**src/rtl/pattern_editor.sv**
```systemverilog
// Cursor/edit command executor for the 80x30 pattern grid: edge-armed commands, wrapping cursor,
// and a read-modify-write (or direct delete) sequence against a one-cycle-latency pattern RAM.
module pattern_editor #(
  parameter int COLS = 80,
  parameter int ROWS = 30,
  parameter int DW   = 8
) (
  input  logic          clk,
  input  logic          Reset,
  input  logic [2:0]    user_cursor,
  input  logic [1:0]    user_edit,
  output logic [6:0]    cursor_x,
  output logic [6:0]    cursor_y,
  output logic          busy,
  output logic [11:0]   ram_addr,
  input  logic [DW-1:0] ram_rdata,
  output logic [DW-1:0] ram_wdata,
  output logic          ram_we,
  output logic          edit_done
);

  typedef enum logic [1:0] {IDLE, RD, WT, WR} state_t;

  localparam logic [6:0] X_MAX = 7'(COLS - 1);
  localparam logic [6:0] Y_MAX = 7'(ROWS - 1);

  state_t      state, next_state;
  logic        arm_cur, arm_edit, dec_op;
  logic        cur_vld, edit_vld, edit_acc, move_acc;
  logic [11:0] addr_c;

  // Codes 101..111 count as "none", so they also re-arm the cursor input.
  assign cur_vld  = (user_cursor != 3'b000) && (user_cursor <= 3'b100);
  assign edit_vld = (user_edit != 2'b00);
  assign edit_acc = (state == IDLE) && arm_edit && edit_vld;
  assign move_acc = (state == IDLE) && arm_cur && cur_vld && !edit_acc;
  assign addr_c   = ({5'd0, cursor_y} << 6) + ({5'd0, cursor_y} << 4) + {5'd0, cursor_x};

  always_comb begin
    next_state = state;
    case (state)
      IDLE: if (edit_acc) next_state = (user_edit == 2'b11) ? WR : RD;
      RD:   next_state = WT;
      WT:   next_state = WR;
      WR:   next_state = IDLE;
      default: next_state = IDLE;
    endcase
  end

  always_ff @(posedge clk) begin
    if (Reset) begin
      state     <= IDLE;
      busy      <= 1'b0;
      ram_we    <= 1'b0;
      edit_done <= 1'b0;
      arm_cur   <= 1'b1;
      arm_edit  <= 1'b1;
      dec_op    <= 1'b0;
      ram_addr  <= '0;
      ram_wdata <= '0;
      cursor_x  <= '0;
      cursor_y  <= '0;
    end else begin
      state     <= next_state;
      busy      <= (next_state != IDLE);
      ram_we    <= (next_state == WR);
      edit_done <= (next_state == WR);

      if (!cur_vld)      arm_cur <= 1'b1;
      else if (move_acc) arm_cur <= 1'b0;
      if (!edit_vld)     arm_edit <= 1'b1;
      else if (edit_acc) arm_edit <= 1'b0;

      if (edit_acc) begin
        ram_addr <= addr_c;
        dec_op   <= (user_edit == 2'b10);
        if (user_edit == 2'b11) ram_wdata <= '0;
      end
      // Read data arrives during WT; the modulo wrap falls out of the DW-bit adder.
      if (state == WT) ram_wdata <= dec_op ? ram_rdata - DW'(1) : ram_rdata + DW'(1);

      if (move_acc) begin
        case (user_cursor)
          3'b001:  cursor_x <= (cursor_x == 7'd0)  ? X_MAX : cursor_x - 7'd1;
          3'b010:  cursor_x <= (cursor_x == X_MAX) ? 7'd0  : cursor_x + 7'd1;
          3'b011:  cursor_y <= (cursor_y == 7'd0)  ? Y_MAX : cursor_y - 7'd1;
          3'b100:  cursor_y <= (cursor_y == Y_MAX) ? 7'd0  : cursor_y + 7'd1;
          default: ;
        endcase
      end
    end
  end

endmodule

```
**config.mk**
```make
export PLATFORM = sky130hd
export DESIGN_NAME = pattern_editor
export DESIGN_NICKNAME = d
export VERILOG_FILES = /design/src/rtl/pattern_editor.sv
export SDC_FILE = /design/constraint.sdc
export NUM_CORES = 1
export LEC_CHECK = 0
export CORE_MARGIN = 1
export CORE_UTILIZATION = 45
export CTS_BUF_LIST = sky130_fd_sc_hd__clkbuf_16
export DETAILED_ROUTE_END_ITERATION = 16
export PLACE_DENSITY = 0.72
export SKIP_CTS_REPAIR_TIMING = 1
export SYNTH_ARGS = -nofsm -noshare
export SYNTH_HDL_FRONTEND = slang
export SYNTH_SLANG_ARGS = --single-unit
```
**constraint.sdc**
```tcl
create_clock -name clk -period 2.6 [get_ports clk]
set_input_delay 0.26 -clock clk [delete_from_list [all_inputs] [get_ports clk]]
set_output_delay 0.26 -clock clk [all_outputs]
set_load 0.05 [all_outputs]
```
## Yosys cells after proc, flatten, opt, wreduce, memory -nomap -nowiden

Cells that the tools add are included.

| word-level totals | value |
|---|---|
| register bits | 41 |
| latch bits | 0 |
| memory bits (writable) | 0 |
| ROM bits | 0 |
| input bits | 15 |
| output and inout bits | 37 |
| word-level logic and storage cells | 68 |
| memories kept | 0 |

| cells by class | value |
|---|---|
| add/subtract/negate cells | 8 |
| multipliers | 0 |
| div/mod/pow operators | 0 |
| magnitude comparators | 1 |
| equality and inequality tests | 12 |
| shifts and indexed selects | 0 |
| muxes and demuxes | 13 |
| bitwise gates (word level) | 2 |
| reduce and logical (&&, ||, !) cells | 22 |

Operator list:

| kind | count |
|---|---|
| two-way mux 8 bit | 4 |
| two-way mux 7 bit | 4 |
| case mux 7 bit (2 select lines) | 2 |
| adder 7 x 1 -> 7 bit, second input constant | 2 |
| zero test 7 bit | 2 |
| subtractor 7 x 1 -> 7 bit, second input constant | 2 |
| adder 12 x 11 -> 12 bit | 1 |
| adder 12 x 7 -> 12 bit | 1 |
| nonzero test 2 bit | 6 |
| equality test 2 bit, second input constant | 5 |
| adder 8 x 1 -> 8 bit, second input constant | 1 |
| case mux 2 bit (4 select lines) | 1 |
| subtractor 8 x 1 -> 8 bit, second input constant | 1 |
| equality test 7 x 5 -> 1 bit, second input constant | 1 |
| equality test 7 bit, second input constant | 1 |
| equality test 3 x 2 -> 1 bit, second input constant | 2 |
| logical AND 1 bit | 6 |
| AND reduction 2 bit | 3 |
| two-way mux 2 bit | 2 |
| OR reduction 2 bit | 2 |
| equality test 3 x 1 -> 1 bit, second input constant | 1 |
| equality test 3 bit, second input constant | 1 |
| <= comparator 3 bit, second input constant | 1 |
| nonzero test 3 bit | 1 |
| other kinds (4) | 5 |

## Depth between registers and ports, before layout

| depth | value |
|---|---|
| depth in word-level cells | 6 |
| depth in mapped cells | 10 |

## Worst setup path after synthesis

OpenSTA, ideal clock, no wires.

| timing | value |
|---|---|
| path type | reg-to-reg |
| from | register cursor_y[0] |
| to | register ram_addr[11] |
| setup time | 0.086 ns |
| data arrival time | 2.831 ns |
| required time | 2.514 ns |
| path slack | -0.316 ns |
| cell stages (with the launch flop) | 10 |
| buffers on the path | 0 |
| clock period less this slack | 2.916 ns |
| path through | dfxtp_1 -> inv_1 -> fa_1 -> inv_1 -> fa_1 -> a211oi_1 -> o21bai_1 -> a21oi_1 -> xnor2_1 -> a211oi_1 |

| on the way | value |
|---|---|
| longest elaborated chain between the ends | 2 |

Ends and longest elaborated chain:

| item | RTL line | source |
|---|---|---|
| start: declaration | 13 | `output logic [6:0] cursor_y,` |
| start signal: assignment | 86 | `3'b011: cursor_y <= (cursor_y == 7'd0) ? Y_MAX : cursor_y - 7'd1;` |
| start signal: assignment | 87 | `3'b100: cursor_y <= (cursor_y == Y_MAX) ? 7'd0 : cursor_y + 7'd1;` |
| adder 12 x 11 -> 12 bit | 37 | `assign addr_c = ({5'd0, cursor_y} << 6) + ({5'd0, cursor_y} << 4) + {5'd0, cursor_x};` |
| adder 12 x 7 -> 12 bit | 37 |  |
| end signal: assignment | 75 | `ram_addr <= addr_c;` |
| end: declaration | 15 | `output logic [11:0] ram_addr,` |

No other way between the ends.
A chain may end at the register's enable or synchronous reset.

## Worst setup path after layout

| timing | value |
|---|---|
| from | register cursor_x[6] |
| to | register ram_addr[11] |

| on the way | value |
|---|---|
| longest elaborated chain between the ends | 1 |

Ends and longest elaborated chain:

| item | RTL line | source |
|---|---|---|
| start: declaration | 12 | `output logic [6:0] cursor_x,` |
| start signal: assignment | 84 | `3'b001: cursor_x <= (cursor_x == 7'd0) ? X_MAX : cursor_x - 7'd1;` |
| start signal: assignment | 85 | `3'b010: cursor_x <= (cursor_x == X_MAX) ? 7'd0 : cursor_x + 7'd1;` |
| adder 12 x 7 -> 12 bit | 37 |  |

No other way between the ends.

==> flow_summary.toml <==
[floorplanning]
die_h_um = 81.6
die_w_um = 81.6
core-area_um2 = 6030
start_util_pct = 47.4
rows = 28
design.die.area_um2 = 6660
pin_count = 52

[global_route]
grt_pass1_vias = 2419
grt-ovfl-total = 0
grt_max_degree = 22
grt_usage_pct = 21.1
top_usage_layer = "met2"
met1_usage_pct = 28.3
antenna_found_initial = 0
grt_pass1_wl_mm = 11.1
use_met2_pct = 35.2
met3_usage_pct = 3.33

[logic_synthesis]
ys_ff_latch = 41
synth_fa_ha_area_share_pct = 14.4
ys_async_sr_fraction_pct = 0
synth_seq_area_share_pct = 28.8
synth_flop_cell = "dfxtp_1"
synth_compound_area_share_pct = 27.2
synth_area_um2 = 2850
yosysUniqueCellTypes = 62
synth_top_family_by_area = "compound AO/OA/AOI/OAI gates"
synth_xor_area_share_pct = 3.68
synth_edf_count = 0
synth_nets = 395
synthSimpleGateAreaFrac_pct = 18.8
yosysWarnings = 0
syn_area_per_cell_um2 = 8.18
syn_inst = 349
synth.area.mux_share_pct = 0.351

[setup_path]
cp-start-kind = "register"
crit_path_start = "cursor_x[6]"
critical_path_class = "reg2reg"
worstPathArrival_ps = 2620
worstPathRequired_ps = 2800
r2r_start = "cursor_x[6]"
path_max_fanout = 8
end_kind = "register"

[cts]
clockRootBuffer = "clkbuf_16"
cts.htree.levels = 2
clock_sinks = 41
insertion_delay_ps = 280
cts_tree = "done"
cts_buffer_depth = 2
clk_pin_slew_ps = 60
cts_made_buffers = 5

[finish]
area.growth.synth_to_final_pct = 26.9
finish.utilization_pct = 60.1
antennaDiodeCount = 0
fin_nets = 445
drive_above_1_share_pct = 10.0

[status]
outcome = "finished, final reports clean"

[hold_path]
hold_path.class = "reg2reg"
min-delay-start = "ram_addr[2]"

[sta]
min_period_ps = 2420
fin_crit_sh_pct = 93.0
max_slew_margin_pct = 55.0
hold_violations = 0
setup_viol = 0
maxSlewViolCount = 0
final_critical_path_setup_slack_ps = 181
max_freq_mhz = 413
worstMarginPinSlew_ps = 675
finClkSkew_ps = 5.25

[detailed_routing]
drc_errors = 0
vias = 2780
first_pass_iters = 4
wl_per_cell_um = 14.3
drtIter0Drc = 167
ant_nets = 0
wirelength_mm = 6.78
via_per_inst = 5.85

[placed_design]
gp_congestion = 0.912
dpl.hpwl_mm = 5.06
port_buffers = 51
preCtsSetupSlack_ps = 69.2

[flow_run]
maxCapViolCount = 0

[pwr]
power-per-cell-area_nw_per_um2 = 675
irDropWorstVdd_uv = 354
leakagePower_nw = 1.46
-- metal layers --
layer	share of wire [%]	routed length [um]
met1	48	3270
met2	46	3120
met3	5.4	367
met4	0.37	25
met5	0	0
-- cell type report --
type	count	area, um2
clock buffers	5	125
clock inverters	3	17.5
fillers	543	2400
inverters	20	75.1
multi-input cells	265	1850
flip-flops and latches	41	833
well taps	75	93.8
repair buffers	66	623
-- cell families (layout without fill, tap and decap cells) --
kind of cell | Yosys count | in the layout
AOI/OAI and AO/OA | 116 | 116
buffers and inverters | 43 | 94
DFF | 41 | 41
xor gates and xnor gates | 12 | 12
adders and majority gates | 31 | 31
and+or+nand+nor | 105 | 105
muxes | 1 | 1
-- flip-flops by register name, indices dropped and copies added (netlist names) --
register and flops:
arm_cur 1, edit_done 1, arm_edit 1, ram_addr 12
cursor_x 7, busy 1, dec_op 1, state 2
ram_wdata 8, cursor_y 7
-- power breakdown --
part	internal, mW	switching [mW]	total (mW)
clock network	0.352	0.241	0.593
registers	0.717	0.0610	0.778
logic	0.395	0.679	1.07
-- cells in the final DEF, fill, tap and decap left out, types with 4 or more instances in the layout --
master           netlist  routed
a22o_1                 4       4
clkbuf_16              0       5
buf_4                  5      15
o211ai_1               6       6
and3_1                 4       4
dfxtp_1               41      37
nand2_1               30      30
nand3_1               14      14
nor2_1                24      24
inv_1                 19      19
a21oi_1               33      32
a211oi_1               9       7
o21ai_0               18      18
clkdlybuf4s50_1        0      51
ha_1                  28      28
nor3_1                 5       5
o31ai_1                4       4
xnor2_1                9       9
a31oi_1               10      10
-- final timing paths --
kind             endpoint  slack (ps)  cells past startpoint
max          ram_addr[11]         180                      9
min reg2reg   ram_addr[2]         450                      2
max reg2reg  ram_addr[11]         180                      9
min           ram_addr[2]         450                      2
-- synthesized netlist by cell type (all sizes together) (10+ instances only) --
| library cell | number | share of area [%] |
|---|---|---|
| ha | 28 | 12 |
| a21oi | 33 | 5.8 |
| clkbuf | 10 | 1.3 |
| nand2 | 30 | 3.9 |
| a31oi | 11 | 2.6 |
| nand3 | 14 | 2.5 |
| inv | 19 | 2.5 |
| o21ai | 19 | 3.5 |
| buf | 13 | 2.9 |
| dfxtp | 41 | 29 |
| nor2 | 24 | 3.2 |
-- per-stage QoR --
stage / cells / instance area [um2] / setup TNS [ps] / hold WS (ps) / total power [mW]
after floorplan: 349 / 2870 / 0 / 398 / 1.55
after global placement: 467 / 3460 / 0 / 443 / 1.84
after detailed placement: 467 / 3460 / 0 / 448 / 1.86
after CTS: 475 / 3610 / 0 / 456 / 2.46
after global routing: 475 / 3620 / -18.9 / 475 / 2.58
final: 475 / 3620 / 0 / 454 / 2.44
-- worst max-delay path: stages (launching register included) --
cell	delay, ps
dfxtp_4	380
inv_1	90
fa_1	550
inv_1	80
fa_2	420
a211oi_2	270
o21bai_1	120
a21oi_2	150
xnor2_1	80
a211oi_1	210
(Power assumes the default switching activity.)
